[src/rtl/and_or_xor_pkg.sv]
// Shared op encodings and the per-bit result selector for the bitwise gate unit.
package and_or_xor_pkg;

  localparam logic [1:0] OP_AND  = 2'b00;
  localparam logic [1:0] OP_OR   = 2'b01;
  localparam logic [1:0] OP_XOR  = 2'b10;
  localparam logic [1:0] OP_XNOR = 2'b11;

  // Unknown or undriven op resolves to 0 so the selected result never carries X.
  function automatic logic sel_result(input logic [1:0] op, input logic a_and,
                                      input logic a_or, input logic a_xor);
    logic r;
    r = 1'b0;
    case (op)
      OP_AND:  r = a_and;
      OP_OR:   r = a_or;
      OP_XOR:  r = a_xor;
      OP_XNOR: r = ~a_xor;
      default: r = 1'b0;
    endcase
    return r;
  endfunction

endpackage

[src/rtl/and_or_xor_gate_bit_cell.sv]
// One-bit gate cell: the AND/OR/XOR primitives of a single bit position (half-adder carry/sum).
module gate_bit_cell (
  input  logic a,
  input  logic b,
  output logic g_and,
  output logic g_or,
  output logic g_xor
);

  assign g_and = a & b;
  assign g_or  = a | b;
  assign g_xor = a ^ b;

endmodule

[src/rtl/and_or_xor.sv]
// Registered bitwise gate unit: AND/OR/XOR of two operands, an op-selected result and parity,
// all produced one clock after the operands are accepted.
module and_or_xor
  import and_or_xor_pkg::*;
#(
  parameter int WIDTH = 8
) (
  input  logic             clk,
  input  logic             rst_n,
  input  logic             in_valid,
  input  logic [WIDTH-1:0] a,
  input  logic [WIDTH-1:0] b,
  input  logic [1:0]       op,
  output logic [WIDTH-1:0] y_and,
  output logic [WIDTH-1:0] y_or,
  output logic [WIDTH-1:0] y_xor,
  output logic [WIDTH-1:0] y_sel,
  output logic             parity,
  output logic             out_valid
);

  logic [WIDTH-1:0] and_w;
  logic [WIDTH-1:0] or_w;
  logic [WIDTH-1:0] xor_w;
  logic [WIDTH-1:0] sel_w;

  // Each bit position is independent: no carry ever crosses between cells.
  for (genvar i = 0; i < WIDTH; i++) begin : g_bit
    gate_bit_cell u_cell (
      .a     (a[i]),
      .b     (b[i]),
      .g_and (and_w[i]),
      .g_or  (or_w[i]),
      .g_xor (xor_w[i])
    );
    assign sel_w[i] = sel_result(op, and_w[i], or_w[i], xor_w[i]);
  end

  // Valid-only handshake (no ready): in_valid=1 at an edge accepts a/b/op, and out_valid is 1
  // for exactly the following cycle. Idle edges drop out_valid but keep the result registers.
  always_ff @(posedge clk or negedge rst_n) begin
    if (!rst_n) begin
      y_and     <= '0;
      y_or      <= '0;
      y_xor     <= '0;
      y_sel     <= '0;
      parity    <= 1'b0;
      out_valid <= 1'b0;
    end else begin
      out_valid <= in_valid;
      if (in_valid) begin
        y_and  <= and_w;
        y_or   <= or_w;
        y_xor  <= xor_w;
        y_sel  <= sel_w;
        parity <= ^xor_w;
      end
    end
  end

endmodule

[config.mk]
export PLATFORM = sky130hd
export DESIGN_NAME = and_or_xor
export DESIGN_NICKNAME = d
export VERILOG_FILES = /design/src/rtl/and_or_xor_pkg.sv /design/src/rtl/and_or_xor_gate_bit_cell.sv /design/src/rtl/and_or_xor.sv
export SDC_FILE = /design/constraint.sdc
export NUM_CORES = 1
export LEC_CHECK = 0
export CAP_MARGIN = 20
export CORE_MARGIN = 2
export CORE_UTILIZATION = 39
export CTS_BUF_LIST = sky130_fd_sc_hd__clkbuf_4 sky130_fd_sc_hd__clkbuf_8
export CTS_CLUSTER_DIAMETER = 50
export DETAILED_ROUTE_END_ITERATION = 6
export PLACE_DENSITY = 0.68
export SETUP_SLACK_MARGIN = 0.15
export SYNTH_ARGS = -nofsm -noshare
export SYNTH_HDL_FRONTEND = slang
export SYNTH_SLANG_ARGS = --single-unit
[constraint.sdc]
create_clock -name clk -period 1 [get_ports clk]
set_clock_uncertainty 0.05 [all_clocks]
set_input_delay 0.1 -clock clk [delete_from_list [all_inputs] [get_ports clk]]
set_output_delay 0.1 -clock clk [all_outputs]
set_load 0.01 [all_outputs]
# Yosys cells after proc, flatten, opt, wreduce, memory -nomap -nowiden
# Index checks and enable logic that the tools add are counted.
# totals
regBits	34
latchBits	0
ramBits	0
rom_bits	0
memories	0
output_inout_bits	34
# classes
eq_ne	3
n_lt_le_gt_ge	0
reduce_logical	2
shifts	0
n_addsub	0
n_bitwise	32
multipliers	0
div_mod_pow	0
muxes	8
# op_table
operator	n
case mux 1 bit (4 select lines)	8
bitwise AND 1 bit	8
inverter 1 bit	8
OR 1 bit	8
parity 8 bit	1
XOR 1 bit	8
equality test 2 bit (second input constant)	2
equality test 2 x 1 -> 1 bit (second input constant)	1
zero test 2 bit	1

# Logic depth before layout (Yosys ltp)
# Gate-level depths: netlist of run 1.
# logic_depth
word_depth	3
ltp_mapped	6

# Modules after synthesis
# Synthesis of run 1 repeated with hierarchy kept, for this count alone.
# hier_totals
hier_cells	164
hier_area_um2	1894.3
# by_module_without_submodules
module	area_each_um2	n_inst	cells_each
and_or_xor	1604.0	1	124
gate_bit_cell	36.3	8	5

# Least setup slack after synthesis of run 1
# No wires, ideal clock.
# synth_timing
path_kind	input to register
start	in a[3]
end	reg parity
n_path_buf	0
path_stages	6
path_slack_ps	-159
required_time_ps	820
t_arrival_ps	979
setup_time_ps	130
cell_sequence	inv_1 ha_1 xnor2_1 xnor2_1 xnor2_1 a21oi_1
# synth_via
elab_chain_len	2
# synth_rtl
element	line	source
from (decl)	and_or_xor.sv:11	input logic [WIDTH-1:0] a,
XOR 1 bit	and_or_xor_gate_bit_cell.sv:12	assign g_xor = a ^ b;
via g_bit[3].u_cell.g_xor	and_or_xor_gate_bit_cell.sv:7	output logic g_xor
parity 8 bit	and_or_xor.sv:56	parity <= ^xor_w;
to (signal assigned)	and_or_xor.sv:56	
to (decl)	and_or_xor.sv:18	output logic parity,
# The timed path passes the listed nets, and every way through them passes these cells.
# A chain may end at the register's enable or synchronous reset.

# Worst setup path after layout of run 1
# layout_timing
start	reg y_xor[1]
end	out y_xor[1]
# layout_rtl
element	line	source
from (decl)	and_or_xor.sv:16	output logic [WIDTH-1:0] y_xor,
from (signal assigned)	and_or_xor.sv:54	y_xor <= xor_w;
# No word-level cell between the ends.

==> run_results.csv, run 1 <==
group,metric,value,unit
status,status,"finished, final reports clean",
power_and_ir_drop,ir_worst_vdd,0.7458,mV
clocking,cts_root_buffer,"clkbuf_8",
sta,fin_hold_ws,105.2,ps
sta,min_period,972.9,ps
critical_path,criticalPathCategory,"reg -> out",
sta,setup_viol,0,
clocking,tritoncts,"yes",
power_and_ir_drop,power,4.017,mW
power_and_ir_drop,swShare,28.05,%
logic_synthesis,synth-seq-cells,34,
power_and_ir_drop,power_density,1430,mW/mm^2
placement,place_hpwl,2908,um
global_route,grtUsageMet1,20.56,%
placement,dp_cells,268,
logic_synthesis,yosysWarnings,0,
routing,vias,1371,
global_route,antenna_found_initial,0,
power_and_ir_drop,p_switching,1.127,mW
clocking,clk_latency,280,ps
critical_path,end_kind,"output pin",
cells_and_area,fin_cells,286,
logic_synthesis,postSynthAreaPerCell,12.11,sq um
critical_path,crit_family,"flip-flops",
critical_path,reg2reg_slack,60,ps
logic_synthesis,netlist_area,0.001864,sq mm
routing,drt_wl_total,4090,um
critical_path,crit_arrival,820,ps
job,cap_viol_max_count,0,
routing,wl_per_cell,14.30,um
cells_and_area,area_growth,50.67,%
power_and_ir_drop,p_leak,1.439,nW
die,rows,25,
placement,dpl_cell_area,0.002706,sq mm
critical_path,cp_slowest_cell,"dfrtp_1",
clocking,cts.sinks,34,
die,die_w,73.14,um
critical_path,path_cells,"buf_2",
sta,relSlewSlack,86.93,%
power_and_ir_drop,pwr-share-comb,32.3,%
placement,post-place-ws,-763.7,ps
global_route,overflow,0,
sta,fin_tns_setup,0,ps
die,chipHeight,73.14,um
logic_synthesis,syn-num-nets,191,
critical_path,worst-path-max-fanout,2,
global_route,grt_use_met3,4.696,%
sta,layout_setup_ws,27.14,ps
logic_synthesis,seq_area_frac_synth,45.64,%
cells_and_area,fin_area,0.002809,sq mm
die,ios,55,
sta,tightest_slew,196.1,ps
clocking,cts_buffers,5,
placement,place_congestion,0.7905,
cells_and_area,fillerInstances,386,
logic_synthesis,yosysTopAreaCell,"dfrtp_1",
critical_path,critPathMaxStageDelay,390,ps
sta,final_hold_viol_count,0,
cells_and_area,antenna_cells,0,
hold_path,hp-class,"in -> reg",
routing,drc,0,
routing,viasPerCell,4.794,
logic_synthesis,yosysUniqueCellTypes,16,
clocking,clk_pin_slew,70,ps
critical_path,critPathRequiredTime,850,ps
power_and_ir_drop,p_clk_share,26.5,%
sta,fmax,1028,MHz
critical_path,cp-start-kind,"flip-flop",
routing,drt-initial-drc-count,42,
global_route,grt_pass1_vias,1416,
hold_path,hold_path.startpoint,"in_valid",
cells_and_area,final_layout_size_suffix_gt1_share,59.05,%
global_route,grt-busiest-layer,"met2",
sta,finalCritPeriodShare,97.29,%
sta,finalMaxSlewViolations,0,
sta,rsz0062_at_grt,"yes",
placement,portBuffers,54,
logic_synthesis,synthesis.instances,154,
die,start_util,40.00,%
logic_synthesis,synthTopCellsByArea,"dfrtp_1, mux2_2, mux2i_1, ha_1, inv_1",
global_route,grt_use_met2,26.73,%
critical_path,r2r-start,"y_sel[0]",
die,dieArea,0.005349,sq mm
global_route,grt_pass1_wl,6713,um
global_route,grt_start_max_net_pins,35,
power_and_ir_drop,seqPwrFrac,41.2,%
critical_path,worstSetupStartpoint,"y_xor[1]",
routing,drtAntennaViolNets,0,
routing,dr.pass1.iters,4,
clocking,cts_max_path_buffers,2,
cells_and_area,final_core_util,60.27,%
die,placeableCoreArea,0.004661,sq mm
cells_and_area,fin_nets,268,
critical_path,worst-path-buf-inv,1,
power_and_ir_drop,p_int,2.891,mW
clocking,htree_levels,2,
logic_synthesis,synth_top_area_share,45.64,%
global_route,grt_use_total,16.69,%
## cell families after synthesis
group           share of synthesized area [%]
compound gates                          2.685
xor+xnor                                3.289
fa+ha+maj                               10.74
buf+inv                                 8.389
flops                                   45.64
mux                                     27.25
simple gates                            2.014
## worst reg2reg max path: cells and delay by family (launching register included)
kind / cells / cell delay [ps]
flip-flops: 1 / 390
multiplexers: 1 / 250
buffers and inverters: 1 / 140
## layer usage
metal  routed length, um  part of all wire, %  vias up
met3                 213                  5.2        8
met4                 105                  2.6        0
met2                1973                   48       38
met5                   0                    0        -
met1                1797                   44      666
li1                    -                    -      659
## synthesized netlist by cell type
cell / count
dfrtp_1: 34
inv_1: 23
mux2i_1: 23
mux2_2: 22
ha_1: 16
nand2_1: 8
xnor2_1: 7
o21ai_0: 6
buf_2: 4
a21oi_1: 2
mux2_4: 2
nor2_1: 2
o21ai_1: 2
buf_12: 1
buf_6: 1
bufbuf_8: 1
## area by class of cell
| class | count | area (sq um) | area share (%) |
|---|---|---|---|
| sequential | 34 | 850.8 | 30.29 |
| tap | 54 | 67.56 | 2.405 |
| clock buffer | 7 | 90.09 | 3.207 |
| multi-input combinational | 90 | 1028 | 36.61 |
| inverter | 23 | 123.9 | 4.410 |
| timing repair buffer | 77 | 643.1 | 22.90 |
| clock inverter | 1 | 5.005 | 0.1782 |
## worst paths after layout
path                        endpoint  depth (start not counted)
min in group asynchronous   y_and[2]                          3
min                        out_valid                          2
min reg2reg                 y_xor[5]                          1
max reg2reg                 y_sel[0]                          2
max                         y_xor[1]                          1
max in group asynchronous  out_valid                          3
## power groups by stage
| stage | clock network, mW | logic, mW | registers, mW |
|---|---|---|---|
| 2_1_floorplan | 0 | 0.597 | 1.76 |
| 3_3_place_gp | 0 | 1.30 | 1.68 |
| 3_5_place_dp | 0 | 1.33 | 1.68 |
| 4_1_cts | 1.11 | 1.20 | 1.65 |
| 5_1_grt | 1.18 | 1.41 | 1.68 |
| 6_report | 1.07 | 1.30 | 1.66 |
## sequential cells by signal, summed over array words and instances, names as in the netlist
register / cells
y_and: 8
y_or: 8
y_sel: 8
y_xor: 8
out_valid: 1
parity: 1
## cell usage in the layout, fill, tap and decap left out, types with 2 or more instances in the layout
master    netlist  layout
a21oi_1         2       2
clkbuf_4        0       2
buf_8           0       3
mux2_2         22      15
mux2i_1        23      23
buf_6           1      17
xnor2_2         0       4
nand2_1         8       8
buf_2           4      38
xnor2_1         7       3
ha_1           16       6
ha_4            0       9
o21ai_0         6       2
buf_12          1       4
dfrtp_1        34      34
inv_1          23       7
clkbuf_8        0       6
inv_2           0       8
o21ai_1         2       6
inv_4           0       5
nor2_1          2       2
buf_4           0      11
mux2_4          2       9
## timing repair
| action | 4_1_cts | 5_1_grt |
|---|---|---|
| cloned | 1 | 0 |
| hold buffers | 1 | 0 |
| endpoints found under the hold margin | 34 | 0 |
| buffers inserted | 4 | 4 |
| setup endpoints to repair | 62 | 45 |
| pin swaps | 17 | 19 |
| resized for setup | 214 | 38 |
Power figures use the tool's default switching activity.
==> inputs of run 2 (changes only) <==
Settings changed: CORE_MARGIN 2 to default.
==> run_results.csv, run 2 (synthesis results as in run 1) <==
group,metric,value,unit
hold_path,whs_path_depth,4,
clocking,htree_levels,2,
critical_path,critPathMaxStageDelay,410,ps
critical_path,critPathRequiredTime,850,ps
routing,vias,1373,
cells_and_area,mostFrequentLayoutCell,"dfrtp_1",
critical_path,rr_worst_depth,2,
critical_path,cp_slowest_cell,"dfrtp_1",
hold_path,min_to,"y_or[3]",
placement,place_congestion,0.7291,
routing,drc,0,
power_and_ir_drop,seqPwrFrac,38.7,%
cells_and_area,antenna_cells,0,
sta,tightest_slew,163.2,ps
clocking,clk_pin_slew,70,ps
cells_and_area,fin_nets,272,
die,chipHeight,71.14,um
die,placeableCoreArea,0.004474,sq mm
sta,finalMaxSlewViolations,0,
power_and_ir_drop,power_density,1448,mW/mm^2
sta,relSlewSlack,88.91,%
critical_path,crit_arrival,830,ps
clocking,tritoncts,"yes",
die,start_util,41.67,%
cells_and_area,final_layout_size_suffix_gt1_share,61.02,%
global_route,grt_use_total,18.28,%
job,cap_viol_max_count,0,
status,status,"finished, final reports clean",
sta,fmax,1019,MHz
sta,final_hold_viol_count,0,
die,dieArea,0.005061,sq mm
hold_path,hold_path.startpoint,"a[3]",
clocking,cts_max_path_buffers,2,
critical_path,end_kind,"output pin",
critical_path,reg2reg_slack,60,ps
die,ios,55,
hold_path,hp-class,"in -> reg",
placement,portBuffers,54,
sta,layout_setup_ws,18.88,ps
power_and_ir_drop,p_leak,1.491,nW
critical_path,crit_family,"flip-flops",
sta,min_period,981.1,ps
critical_path,r2r-end,"y_xor[3]",
die,rows,24,
critical_path,worst-path-buf-inv,1,
clocking,cts_buffers,5,
power_and_ir_drop,p_int,3.091,mW
cells_and_area,final_core_util,66.08,%
global_route,overflow,0,
placement,place_hpwl,2919,um
placement,post-place-ws,-766.1,ps
routing,dr.pass1.iters,6,
critical_path,criticalPathCategory,"reg -> out",
cells_and_area,area_growth,58.59,%
power_and_ir_drop,pwr-share-comb,33.3,%
critical_path,r2r-start,"y_xor[3]",
clocking,cts_root_buffer,"clkbuf_8",
routing,viasPerCell,4.767,
sta,finalCritPeriodShare,98.11,%
critical_path,cp-start-kind,"flip-flop",
power_and_ir_drop,ir_worst_vdd,0.8681,mV
power_and_ir_drop,swShare,27.79,%
routing,drtAntennaViolNets,0,
global_route,antenna_found_initial,0,
clocking,cts.sinks,34,
cells_and_area,fillerInstances,342,
global_route,grt_pass1_vias,1494,
critical_path,path_cells,"buf_6",
die,die_w,71.14,um
critical_path,worst-path-max-fanout,2,
power_and_ir_drop,p_switching,1.190,mW
power_and_ir_drop,p_clk_share,28.0,%
cells_and_area,layout_common_cells,"dfrtp_1, buf_2, mux2i_1, buf_4",
routing,wl_per_cell,14.80,um
routing,drt-initial-drc-count,60,
global_route,grt_start_max_net_pins,35,
sta,rsz0062_at_grt,"yes",
sta,setup_viol,0,
clocking,clk_latency,280,ps
routing,drt_wl_total,4262,um
global_route,grt_pass1_wl,7196,um
==> run 2: cell count changes in the layout (fill, tap and decap cells not counted), moves of 2 or more <==
cell      delta
buf_4        +6
buf_2        -5
buf_8        +4
buf_6        -3
clkbuf_8     +2
inv_2        -2
inv_4        +2
o21ai_0      -2
xnor2_4      +2
==> run 2: worst max-delay path by stage <==
stage,start,endpoint,slack (ps),cells after the start
floorplan,b[0],parity,-30,6
CTS,y_sel[3],y_sel[3],20,1
detailed placement,b[0],parity,-770,7
global route,parity,parity,-10,1
finish,parity,parity,20,1
global placement,b[0],parity,-740,7
==> run 2: worst min-delay path: stages <==
cell	delay (ps)
buf_6	90
inv_2	50
ha_4	120
a21oi_1	60
==> run 2: metal layers <==
metal / routed length [um] / vias up / global-route usage (%)
met5: 0 / - / 0
met4: 47 / 0 / 6.000
met3: 152 / 5 / 3.704
met2: 2155 / 33 / 30.58
met1: 1907 / 664 / 23.70
li1: - / 671 / -
==> run 2: cell type report <==
class | instances | area (sq um) | share of cell area, %
multi-input combinational | 90 | 1082 | 36.61
sequential | 34 | 850.8 | 28.78
timing repair buffer | 81 | 719.4 | 24.33
inverter | 23 | 128.9 | 4.359
clock buffer | 8 | 110.1 | 3.724
tap | 52 | 65.06 | 2.201
==> run 2: stage by stage <==
step / cell area (sq um) / hold slack, ps / TNS (ps) / cells / power [mW]
finish: 2957 / 125.8 / 0 / 288 / 4.280
global route: 2957 / 124.2 / -13.11 / 288 / 4.520
CTS: 2729 / 129.3 / 0 / 284 / 4.147
detailed placement: 2704 / 29.51 / -12920 / 266 / 3.026
global placement: 2704 / 23.43 / -11820 / 266 / 2.984
floorplan: 2052 / -245.6 / -30.90 / 154 / 2.352
==> run 2: power groups by stage <==
stage,sequential [mW],combinational [mW],clock [mW]
floorplan,1.76,0.597,0
global placement,1.67,1.31,0
detailed placement,1.68,1.35,0
CTS,1.64,1.26,1.24
global route,1.68,1.54,1.30
finish,1.66,1.42,1.20
==> run 2: what timing repair did <==
| item | 4_1_cts | 5_1_grt |
|---|---|---|
| hold buffers | 2 | 0 |
| endpoints found under the hold margin | 35 | 0 |
| pin swaps | 18 | 19 |
| resized for setup | 229 | 44 |
| cloned | 1 | 0 |
| setup buffers | 7 | 4 |
| endpoints found under the setup margin | 62 | 46 |
